## config.mk

```make
export PLATFORM = sky130hd
export DESIGN_NAME = fifo_uart_tx
export DESIGN_NICKNAME = d
export VERILOG_FILES = /design/src/rtl/fifo_uart_pkg.sv /design/src/rtl/uart_baud_counter.sv /design/src/rtl/fifo_uart_tx.sv
export SDC_FILE = /design/constraint.sdc
export NUM_CORES = 1
export LEC_CHECK = 0
export CAP_MARGIN = 15
export CORE_MARGIN = 2
export CORE_UTILIZATION = 40
export CTS_CLUSTER_DIAMETER = 50
export DETAILED_ROUTE_END_ITERATION = 10
export PLACE_DENSITY = 0.69
export SETUP_SLACK_MARGIN = 0.5
export SYNTH_ARGS = -nofsm -noshare
export SYNTH_HDL_FRONTEND = slang
export SYNTH_SLANG_ARGS = --single-unit
```

## constraint.sdc

```tcl
create_clock -name clk -period 1.6 [get_ports clk]
set_input_delay 0.16 -clock clk [delete_from_list [all_inputs] [get_ports clk]]
set_output_delay 0.16 -clock clk [all_outputs]
set_load 0.01 [all_outputs]
```

## src/rtl/fifo_uart_pkg.sv

```systemverilog
// ---------------------------------------------------------------------------
// fifo_uart_pkg
// Shared definitions for the FIFO-fed UART transmitter:
//   state_e    - FSM state encoding (3-bit)
//   DATA_BITS  - data bits per frame, tied to the FIFO word width
//   TX_IDLE    - level of the serial line when no frame is in flight
// ---------------------------------------------------------------------------
package fifo_uart_pkg;

    localparam int unsigned DATA_BITS = 8;
    localparam logic        TX_IDLE   = 1'b1;

    typedef enum logic [2:0] {
        IDLE  = 3'd0,
        FETCH = 3'd1,
        LOAD  = 3'd2,
        START = 3'd3,
        DATA  = 3'd4,
        STOP  = 3'd5
    } state_e;

endpackage

```

## src/rtl/uart_baud_counter.sv

```systemverilog
// ---------------------------------------------------------------------------
// uart_baud_counter
// Free-running bit-period counter. Counts 0..CLKS_PER_BIT-1 and wraps; tick
// is high during the last cycle of each bit period.
// Ports:
//   clk  - system clock
//   rst  - asynchronous active-high reset
//   clr  - synchronous clear; holds the count at 0 while high
//   tick - one-cycle pulse in the final cycle of a bit period
// ---------------------------------------------------------------------------
module uart_baud_counter #(
    parameter int unsigned CLKS_PER_BIT = 16
) (
    input  logic clk,
    input  logic rst,
    input  logic clr,
    output logic tick
);

    localparam int unsigned CntW = (CLKS_PER_BIT > 1) ? $clog2(CLKS_PER_BIT) : 1;
    localparam logic [CntW-1:0] CntMax = CntW'(CLKS_PER_BIT - 1);

    logic [CntW-1:0] cnt_q, cnt_d;

    always_comb begin
        cnt_d = cnt_q;
        if (clr || cnt_q == CntMax) begin
            cnt_d = '0;
        end else begin
            cnt_d = cnt_q + CntW'(1);
        end
    end

    always_ff @(posedge clk or posedge rst) begin
        if (rst) begin
            cnt_q <= '0;
        end else begin
            cnt_q <= cnt_d;
        end
    end

    // Masked by clr so no tick can leak out while the FSM holds the counter.
    assign tick = !clr && (cnt_q == CntMax);

endmodule

```

## src/rtl/fifo_uart_tx.sv

```systemverilog
// ---------------------------------------------------------------------------
// fifo_uart_tx
// Pops bytes from a registered-read FIFO and serialises each as an 8N1 UART
// frame (start bit, 8 data bits LSB first, stop bit).
// Ports:
//   clk        - system clock, rising edge
//   rst        - asynchronous active-high reset
//   en         - level enable; gates the start of new frames only
//   fifo_empty - FIFO empty flag, looked at only in IDLE
//   fifo_dout  - FIFO read data, valid the cycle after fifo_rd_en
//   fifo_rd_en - one-cycle pop request
//   tx         - serial line, idle high
//   busy       - high in every state other than IDLE
//   tx_done    - one-cycle pulse in the last cycle of the stop bit
// All outputs decode registered state only; no input reaches an output
// combinationally.
// ---------------------------------------------------------------------------
module fifo_uart_tx
    import fifo_uart_pkg::*;
#(
    parameter int unsigned CLKS_PER_BIT = 16,
    parameter int unsigned DATA_BITS    = fifo_uart_pkg::DATA_BITS
) (
    input  logic                 clk,
    input  logic                 rst,
    input  logic                 en,
    input  logic                 fifo_empty,
    input  logic [DATA_BITS-1:0] fifo_dout,
    output logic                 fifo_rd_en,
    output logic                 tx,
    output logic                 busy,
    output logic                 tx_done
);

    localparam int unsigned IdxW    = $clog2(DATA_BITS);
    localparam logic [IdxW-1:0] LastBit = IdxW'(DATA_BITS - 1);

    state_e                state_q, state_d;
    logic [DATA_BITS-1:0]  shift_q, shift_d;
    logic [IdxW-1:0]       bit_idx_q, bit_idx_d;
    logic                  baud_clr;
    logic                  tick;

    uart_baud_counter #(
        .CLKS_PER_BIT (CLKS_PER_BIT)
    ) u_baud (
        .clk  (clk),
        .rst  (rst),
        .clr  (baud_clr),
        .tick (tick)
    );

    // Next-state logic
    always_comb begin
        state_d   = state_q;
        shift_d   = shift_q;
        bit_idx_d = bit_idx_q;
        unique case (state_q)
            IDLE: begin
                // The only place fifo_empty and en are sampled.
                if (en && !fifo_empty) begin
                    state_d = FETCH;
                end
            end
            FETCH: begin
                state_d = LOAD;
            end
            LOAD: begin
                // Registered FIFO read data lands this cycle.
                shift_d   = fifo_dout;
                bit_idx_d = '0;
                state_d   = START;
            end
            START: begin
                if (tick) begin
                    bit_idx_d = '0;
                    state_d   = DATA;
                end
            end
            DATA: begin
                if (tick) begin
                    shift_d   = shift_q >> 1;
                    bit_idx_d = bit_idx_q + IdxW'(1);
                    if (bit_idx_q == LastBit) begin
                        state_d = STOP;
                    end
                end
            end
            STOP: begin
                if (tick) begin
                    state_d = IDLE;
                end
            end
            default: begin
                state_d = IDLE;
            end
        endcase
    end

    // Output decode from registered state
    always_comb begin
        tx         = TX_IDLE;
        fifo_rd_en = 1'b0;
        busy       = (state_q != IDLE);
        tx_done    = 1'b0;
        baud_clr   = 1'b0;
        unique case (state_q)
            IDLE: begin
                baud_clr = 1'b1;
            end
            FETCH: begin
                baud_clr   = 1'b1;
                fifo_rd_en = 1'b1;
            end
            LOAD: begin
                baud_clr = 1'b1;
            end
            START: begin
                tx = 1'b0;
            end
            DATA: begin
                tx = shift_q[0];
            end
            STOP: begin
                tx_done = tick;
            end
            default: begin
                baud_clr = 1'b1;
            end
        endcase
    end

    always_ff @(posedge clk or posedge rst) begin
        if (rst) begin
            state_q   <= IDLE;
            shift_q   <= '0;
            bit_idx_q <= '0;
        end else begin
            state_q   <= state_d;
            shift_q   <= shift_d;
            bit_idx_q <= bit_idx_d;
        end
    end

endmodule

```

==> flow_summary.ini, run 1 <==
[yosys]
synth-seq-area-share = 0.4621
synth_top_area_cell = dfrtp_1
synth.area.top_cells = dfrtp_1 46%, mux2i_1 7.2%, nand2_1 4.2%, ha_1 3.9%, mux2_2 3.5%
syn_area_per_cell_um2 = 10.37
ys_warn_count = 0
synth_edf_count = 0
synth_flop_cell = dfrtp_1
synth_top_area_share = 0.4621
yosys_register_bits = 18
syn_area_um2 = 974.7
synth_cell_types = 32
synthArstFlopShare = 1.000
syn_nets = 109
syn_inst = 94

[worst_setup_path]
rrSetupSlack_ps = 90
ff2ff_path_depth = 4
arrival_ps = 1690
endpoint = shift_q[7]
critPathLaunchType = register
crit_start = state_q[0]
crit_type = reg2reg
worstPathMaxFanout = 8
r2r_end = shift_q[7]
worstSetupEndpointType = register
r2r-start = state_q[0]
cp.required_ps = 1780

[sta]
worstMarginPinSlew_ps = 374.5
rsz0062_at_grt = true
min_period_over_period = 0.9459
slew_violations = 0
setup_viol = 0
hold_violations = 0
relSlewSlack = 0.7484
min_period_ps = 1514
fmax_mhz = 660.7
fin_setup_tns_ps = 0
finClkSkew_ps = 5.387

[clock_network]
cts.sinks = 18
ctsHoldBuffers = 0
htreeDepth = 1
clk_latency_ps = 290
cts_tree = done
clockBufferDepth = 2
root_buffer = clkbuf_4
clkTransAtPathRegs_ps = 100
numCtsBuffers = 3

[global_routing]
grt_max_degree = 19
grt_pass1_vias = 736
grt_pass1_wl_um = 3284
grt_remaining_overflow = 0
antenna_found_initial = 0
grt_usage = 0.1631

[outcome]
outcome = completed

[drt]
routed_wl_um = 2246
drt_iter0_drc = 6
vias = 812
drc = 0
first_pass_iters = 4
wl_per_cell_um = 14.49
antenna_left = 0
viasPerCell = 5.239

[floorplan]
coreArea_um2 = 2255
die_h_um = 53.37
die_x_um = 53.37
std_cell_rows = 17
die_area_um2 = 2848
initial_core_util = 0.4323
ios = 16

[final_layout]
stdcell_area_um2 = 1425
areaGrowthSynthToFinish_pct = 46.21
num_antenna_cells = 0
stdcell_count = 155
fin_nets = 143
utilization = 0.6321
drive_gt1_frac = 0.4409

[placement]
place.gp.congestion = 0.6851
port_buffers = 15
dp_hpwl_um = 1245
placed_area_um2 = 1215
placed_cells = 138

[power_and_ir_drop]
ir_worst_vdd_mv = 0.4233
leakagePower_nw = 0.6540
power-per-cell-area_nw_per_um2 = 558.3

[worst_hold_path]
holdCritPathClass = in2async

[run]
cap_violations = 0
==> cell usage after synthesis (2+ instances only) <==
| cell type | number |
|---|---|
| o21ai_2 | 3 |
| o21ai_1 | 4 |
| nor3b_1 | 2 |
| buf_2 | 2 |
| a22o_1 | 2 |
| ha_1 | 3 |
| inv_1 | 4 |
| nor2_1 | 7 |
| mux2i_1 | 7 |
| xor2_1 | 2 |
| o21ai_0 | 4 |
| nor3_1 | 3 |
| nand2_1 | 11 |
| a21oi_1 | 2 |
| dfrtp_1 | 18 |
| nor2b_1 | 2 |
| mux2_2 | 3 |
==> how the worst min path moves through the flow <==
stage                     from      endpoint
floorplan                  rst  bit_idx_q[0]
global placement    shift_q[1]    shift_q[1]
detailed placement  shift_q[2]    shift_q[2]
CTS                        rst    shift_q[0]
global route               rst    shift_q[0]
finish                     rst    shift_q[0]
==> layer usage <==
metal | up-vias | wire, um | GRT usage
met5 | - | 0 | 0
met4 | 0 | 14 | 0.06410
met3 | 2 | 86 | 0.03390
met2 | 16 | 1157 | 0.2881
met1 | 397 | 987 | 0.1895
li1 | 397 | - | -
==> registers in the layout (all words and copies together), names as in the netlist <==
| name | count |
|---|---|
| shift_q | 8 |
| u_baud.cnt_q | 4 |
| bit_idx_q | 3 |
| state_q | 3 |
==> logic make-up after synthesis <==
group,Yosys count,synth area share
simple gates,32,0.1733
compound gates,20,0.1528
flops,18,0.4621
mux,10,0.1065
buf+inv,9,0.04877
fa+ha+maj,3,0.03852
xor+xnor,2,0.01798
==> layout make-up <==
| cell class | instances | area (um2) |
|---|---|---|
| Tap cell | 28 | 35.03 |
| Clock buffer | 4 | 36.28 |
| Fill cell | 191 | 829.5 |
| Multi-Input combinational cell | 68 | 581.8 |
| Sequential cell | 18 | 454.2 |
| Timing Repair Buffer | 33 | 302.8 |
| Inverter | 4 | 15.01 |
==> cell usage in the layout (no fill, tap or decap), drive strengths merged <==
cell           Yosys  layout
o21a               1       1
inv                4       4
nand3              2       2
nor2               8       8
or3b               1       1
xor2               2       2
clkbuf             1       4
o21ai             11      11
nand2             11      11
a22o               2       2
nand2b             2       2
a31oi              1       1
dfrtp             18      18
ha                 3       3
buf                4      22
or3                1       1
clkdlybuf4s50      0      11
mux2               3       3
a21oi              2       2
nor2b              2       2
a41oi              1       1
a32o               1       1
nor3               3       3
o32a               1       2
nor3b              2       2
mux2i              7       7
==> where the power goes <==
part | internal [mW] | switching [mW] | leakage [nW] | total, mW
Sequential | 0.463 | 0.00533 | 0.203 | 0.469
Combinational | 0.0332 | 0.0194 | 0.430 | 0.0526
Clock | 0.138 | 0.136 | 0.0210 | 0.274
Total | 0.635 | 0.161 | 0.654 | 0.796
==> worst max-delay path: stages, from the launching register on <==
cell and delay (ps):
dfrtp_2 470, buf_6 140, nand2b_4 150, o32a_4 410
a32o_1 230
==> stage by stage <==
step	setup WS (ps)	power (mW)	hold slack [ps]
6_report	86.48	0.7957	166.2
5_1_grt	43.22	0.8421	231.9
4_1_cts	84.99	0.8080	166.8
3_5_place_dp	62.68	0.5324	477.5
3_3_place_gp	85.43	0.5320	472.4
2_1_floorplan	252.5	0.4961	98.57
==> repair_timing <==
action                     CTS  global route
setup endpoints to repair   21            22
buffers inserted             9             3
gates resized for setup     28            13
cloned                       1             0
pin swaps                    5             8
Note: power is estimated with default switching activity, not from simulation.
==> run 2: changes to the inputs <==
--- a/config.mk
+++ b/config.mk
@@ -10,8 +10,9 @@
 export CORE_UTILIZATION = 40
 export CTS_CLUSTER_DIAMETER = 50
 export DETAILED_ROUTE_END_ITERATION = 10
-export PLACE_DENSITY = 0.69
+export PLACE_DENSITY = 0.63
 export SETUP_SLACK_MARGIN = 0.5
 export SYNTH_ARGS = -nofsm -noshare
 export SYNTH_HDL_FRONTEND = slang
+export SYNTH_HIERARCHICAL = 1
 export SYNTH_SLANG_ARGS = --single-unit
==> run 2 against run 1 <==
Effect of this change:
- first-iteration DRC count decreased by 17%
- the run now ends with setup timing left
- synthesized area decreased by 1.9%
- critical endpoint is now tx_done
- wire length increased by 4.9%
- count of clock-buffer cells in the layout decreased by 1
- sequential share of layout area decreased by 1.8 points
- combinational power increased by 9.1%
- clock power decreased by 22%
- power decreased by 7.1%
- sequential cell count unchanged
- final cell count increased by 2.6%
- synthesized cell count decreased by 9.6%
- non-clock buffer count increased by 15
==> flow_summary.ini, run 2 <==
[outcome]
outcome = complete, but fails checks
violations = setup timing

[worst_setup_path]
crit_chain = ha_2, and3_4, nor2b_4, and3b_1, and2_1, buf_2
path_buf_inv = 1
r2r_end = bit_idx_q[0]
worstSetupEndpointType = output port
crit_type = reg2out
path_depth = 6
critPathLaunchType = register
cp.required_ps = 1440
slowest_stage = dfrtp_1
slowest_delay_ps = 360
ff2ff_path_depth = 8
worstPathMaxFanout = 4
rrSetupSlack_ps = -130
arrival_ps = 1630
crit_family = simple AND/OR/NAND/NOR gates
r2r-start = u_baud/cnt_q[1]

[final_layout]
utilization = 0.6700
layout_common_cells = 23 x buf_4, 18 x dfrtp_1, 11 x clkdlybuf4s50_1
top_register = shift_q
num_antenna_cells = 0
fin_nets = 148
layout_commonest_cell = buf_4
areaGrowthSynthToFinish_pct = 56.54
multi_input_area_um2 = 554.3
fillers = 188
largest_reg_flops = 8
drive_gt1_frac = 0.4809
largest_registers = shift_q (8), u_baud/cnt_q (4)
layout.area.seq_um2 = 450.4

[sta]
slew_violations = 0
hold_violations = 0
min_period_ps = 1792
setup_viol = 13
relSlewSlack = 0.6414
finClkSkew_ps = 5.457
min_period_over_period = 1.120
fmax_mhz = 558.1
setup_slack_ps = -191.9
fin_setup_tns_ps = -880.8
worstMarginPinSlew_ps = 537.3
rsz0062_at_grt = true

[yosys]
synth_cell_types = 35
synth_flop_cell = dfrtp_1
ys_warn_count = 6
synth_edf_count = 0
synthArstFlopShare = 1.000
yosys_register_bits = 18
synth_most_common_cell = dfrtp_1
syn_inst = 85
synth.area.top_cells = dfrtp_1 47%, o221a_1 8.2%, nand2b_1 5.9%, ha_1 3.9%, a21o_1 2.4%
syn_nets = 100
synth_common_cells = 18 x dfrtp_1, 9 x nand2b_1, 7 x o221a_1
synth-seq-area-share = 0.4712
syn_area_um2 = 955.9
synth_top_area_cell = dfrtp_1
synth_top_area_share = 0.4712
syn_area_per_cell_um2 = 11.25

[drt]
antenna_left = 0
first_pass_iters = 4
viasPerCell = 5.245
drt_iter0_drc = 5
drc = 0
routed_wl_um = 2357
vias = 834
wl_per_cell_um = 14.82

[floorplan]
die_h_um = 52.89
die_x_um = 52.89
initial_core_util = 0.4280
coreArea_um2 = 2233
ios = 16
die_area_um2 = 2797
std_cell_rows = 17

[placement]
dp_worst_setup_slack_ps = -340.5
dp_hpwl_um = 1391
place.gp.congestion = 0.7805
port_buffers = 15

[global_routing]
grt_pass1_vias = 764
grt_remaining_overflow = 0
grt_pass1_wl_um = 3456
grt_usage = 0.1762
grt_max_degree = 15
antenna_found_initial = 0

[clock_network]
ctsHoldBuffers = 0
clockBufferDepth = 2
numCtsBuffers = 3
cts_tree = done
root_buffer = clkbuf_4
cts.sinks = 18
htreeDepth = 1
clkTransAtPathRegs_ps = 100
clk_latency_ps = 280

[run]
cap_violations = 0

[power_and_ir_drop]
power_mw = 0.7392
power-per-cell-area_nw_per_um2 = 494.0
ir_worst_vdd_mv = 0.3490
leakagePower_nw = 0.7038

[worst_hold_path]
holdCritPathClass = in2async
-- run 2: cell count changes in the layout (fill, tap and decap cells not counted), sizes merged, moves of 3 or more --
cell,previous run,this run
buf,22,37
nand2,11,2
nor2,8,4
o21ai,11,1
a21o,0,3
o221a,0,7
mux2i,7,0
nand2b,2,10
-- run 2: layer usage --
layer | GRT usage | vias to the layer above | wire [um]
li1 | - | 402 | -
met3 | 0.02542 | 2 | 87
met5 | 0 | - | 0
met2 | 0.2813 | 14 | 1176
met1 | 0.2369 | 416 | 1078
met4 | 0.07692 | 0 | 16
-- run 2: worst max path at each step --
stage | slack, ps | startpoint | endpoint
2_1_floorplan | -80 | state_q[2] | bit_idx_q[0]
3_3_place_gp | -310 | u_baud/cnt_q[0] | tx_done
3_5_place_dp | -340 | u_baud/cnt_q[0] | tx_done
4_1_cts | -180 | u_baud/cnt_q[0] | tx_done
5_1_grt | -290 | u_baud/cnt_q[1] | tx_done
6_report | -190 | u_baud/cnt_q[1] | tx_done
-- run 2: where the power goes --
part / switching, mW / internal, mW / total [mW]
clock: 0.126 / 0.0872 / 0.213
combinational: 0.0199 / 0.0375 / 0.0574
sequential: 0.00542 / 0.463 / 0.469
-- run 2: timing repair --
item	CTS	global route
resized for setup	33	15
pin swaps	9	7
gates cloned	0	0
buffers inserted	8	8
endpoints found under the setup margin	21	22
-- run 2: per-stage QoR --
stage	area [um2]	instances	hold slack [ps]
floorplan	983.4	85	-73.92
global placement	1246	140	383.7
detailed placement	1246	140	386.7
CTS	1374	151	79.72
global route	1496	159	110.4
finish	1496	159	76.50
-- run 2: logic make-up (layout without fill, tap and decap cells) --
family	Yosys count	after routing	synth area share
AND/OR/NAND/NOR	31	31	0.2107
AO/OA/AOI/OAI	21	21	0.1977
flip-flops	18	18	0.4712
buffers and inverters	10	56	0.06020
adder cells (fa/ha/maj)	3	3	0.03927
multiplexers	1	1	0.01178
XOR/XNOR	1	1	0.009164
-- run 2: area by class of cell --
class | count | area share
well taps | 28 | 0.02341
inverters | 5 | 0.01254
multi-input cells | 57 | 0.3704
repair buffers | 48 | 0.2776
flip-flops and latches | 18 | 0.3010
clock buffers | 3 | 0.01505
==> run 3: changes to the inputs <==
--- a/config.mk
+++ b/config.mk
@@ -7,10 +7,11 @@
 export LEC_CHECK = 0
 export CAP_MARGIN = 15
 export CORE_MARGIN = 2
-export CORE_UTILIZATION = 40
+export CORE_UTILIZATION = 54
 export CTS_CLUSTER_DIAMETER = 50
 export DETAILED_ROUTE_END_ITERATION = 10
-export PLACE_DENSITY = 0.63
+export DONT_BUFFER_PORTS = 1
+export PLACE_DENSITY = 0.72
 export SETUP_SLACK_MARGIN = 0.5
 export SYNTH_ARGS = -nofsm -noshare
 export SYNTH_HDL_FRONTEND = slang
==> run 3 against run 2 <==
Effect of this change:
- critical endpoint unchanged
- wire length grew 4.5%
- non-clock buffer count fell by 14
- power fell by 1.4%
- combinational power is 42% lower
- the run still ends with setup timing left
- count of clock-buffer cells in the layout unchanged
==> flow_summary.ini, run 3 (synthesized netlist as in run 2, its figures left out) <==
[outcome]
outcome = complete, but fails checks
violations = setup timing

[drt]
drc = 0
drt_iter0_drc = 11
vias = 802
antenna_left = 0
routed_wl_um = 2463
first_pass_iters = 4
viasPerCell = 5.985
wl_per_cell_um = 18.38

[placement]
port_buffers = 0
placed_area_um2 = 1075
dp_worst_setup_slack_ps = -99.41
place.gp.congestion = 0.8310
placed_cells = 113
dp_hpwl_um = 1339

[global_routing]
grt_max_degree = 15
grt_usage = 0.2384
grt_util_met1 = 0.2797
grt_pass1_wl_um = 3415
grt_use_met3 = 0.09804
grt.busiest_layer = met2
antenna_found_initial = 0
use_met2 = 0.3778
grt_remaining_overflow = 0
grt_pass1_vias = 764

[run]
cap_violations = 0

[final_layout]
drive_gt1_frac = 0.5556
layout_commonest_cell = buf_4
layout_common_cells = 21 x buf_4, 17 x dfrtp_1, 11 x buf_6
areaGrowthSynthToFinish_pct = 47.77
fin_nets = 134
multi_input_area_um2 = 588.1
stdcell_area_um2 = 1413
largest_registers = shift_q (8), u_baud/cnt_q (4)
top_register = shift_q
largest_reg_flops = 8
num_antenna_cells = 0
stdcell_count = 134
layout.area.seq_um2 = 451.7
fillers = 98

[worst_setup_path]
worstPathMaxFanout = 4
r2r-start = u_baud/cnt_q[0]
slowest_stage = dfrtp_1
critPathLaunchType = register
rrSetupSlack_ps = -60
slowest_delay_ps = 370
crit_chain = ha_2, and3_4, nor2b_4, and3b_2, and2_4
ff2ff_path_depth = 6
arrival_ps = 1550
crit_type = reg2out
worstSetupEndpointType = output port
cp.required_ps = 1440
r2r_end = shift_q[3]

[floorplan]
die_x_um = 46.08
die_area_um2 = 2123
ios = 16
std_cell_rows = 15
die_h_um = 46.08
coreArea_um2 = 1689
initial_core_util = 0.5659

[sta]
slew_violations = 0
min_period_ps = 1712
hold_violations = 0
fmax_mhz = 584.0
rsz0062_at_grt = true
relSlewSlack = 0.6295
min_period_over_period = 1.070
finClkSkew_ps = 6.321
setup_viol = 11
hold_slack_ps = 58.26
setup_slack_ps = -112.5
worstMarginPinSlew_ps = 555.1

[worst_hold_path]
whs_path_depth = 1
hp-start = fifo_dout[4]
worst_hold_path.endpoint = shift_q[4]
holdCritPathClass = in2reg

[clock_network]
htreeDepth = 1
clkTransAtPathRegs_ps = 100
cts_tree = done
numCtsBuffers = 3
cts.sinks = 18
clockBufferDepth = 2
root_buffer = clkbuf_4
clk_latency_ps = 300

[power_and_ir_drop]
power-per-cell-area_nw_per_um2 = 516.0
leakagePower_nw = 0.6442
ir_worst_vdd_mv = 0.3893
power_mw = 0.7289
-- run 3: worst max-delay path: cells and delay by family, from the launching register on --
kind / cells / cell delay (ps)
adder cells (fa/ha/maj): 1 / 180
AND/OR/NAND/NOR: 4 / 700
flip-flops: 1 / 370
-- run 3: cell type report --
type | count | share of cell area
Multi-Input combinational cell | 57 | 0.4163
Sequential cell | 18 | 0.3198
Timing Repair Buffer | 34 | 0.2170
Clock buffer | 3 | 0.01594
Inverter | 5 | 0.01594
Tap cell | 17 | 0.01506
-- run 3: per-layer routing --
layer	up-vias	routed length (um)
met5	-	0
met4	0	12
met3	2	125
met2	28	1275
met1	400	1049
li1	372	-
-- run 3: worst max path at each step --
stage              endpoint       startpoint  cells after the start  slack (ps)
6_report            tx_done  u_baud/cnt_q[1]                      5        -110
5_1_grt             tx_done  u_baud/cnt_q[1]                      5        -170
4_1_cts          state_q[0]  u_baud/cnt_q[1]                      8        -110
3_5_place_dp     shift_q[3]  u_baud/cnt_q[1]                      6        -100
3_3_place_gp   bit_idx_q[0]  u_baud/cnt_q[0]                      6         -60
2_1_floorplan  bit_idx_q[0]       state_q[2]                      7         -80
-- run 3: power breakdown --
group          internal, mW  leakage [nW]  switching (mW)
combinational        0.0158         0.425          0.0176
clock                0.0877        0.0138           0.139
sequential            0.463         0.205         0.00569
-- run 3: repair_timing --
item                                    CTS  global route
hold buffers                              1             0
gates resized for setup                  30            13
hold endpoints to repair                 18             0
pin swaps                                13            11
setup buffers                            14             3
gates cloned                              0             0
endpoints found under the setup margin   21            22
-- run 3: through the flow --
stage          TNS, ps    util
3_3_place_gp    -493.8  0.6363
3_5_place_dp    -810.1  0.6363
5_1_grt          -1185  0.8363
6_report        -555.1  0.8363
4_1_cts         -590.7  0.7881
2_1_floorplan   -583.3       -
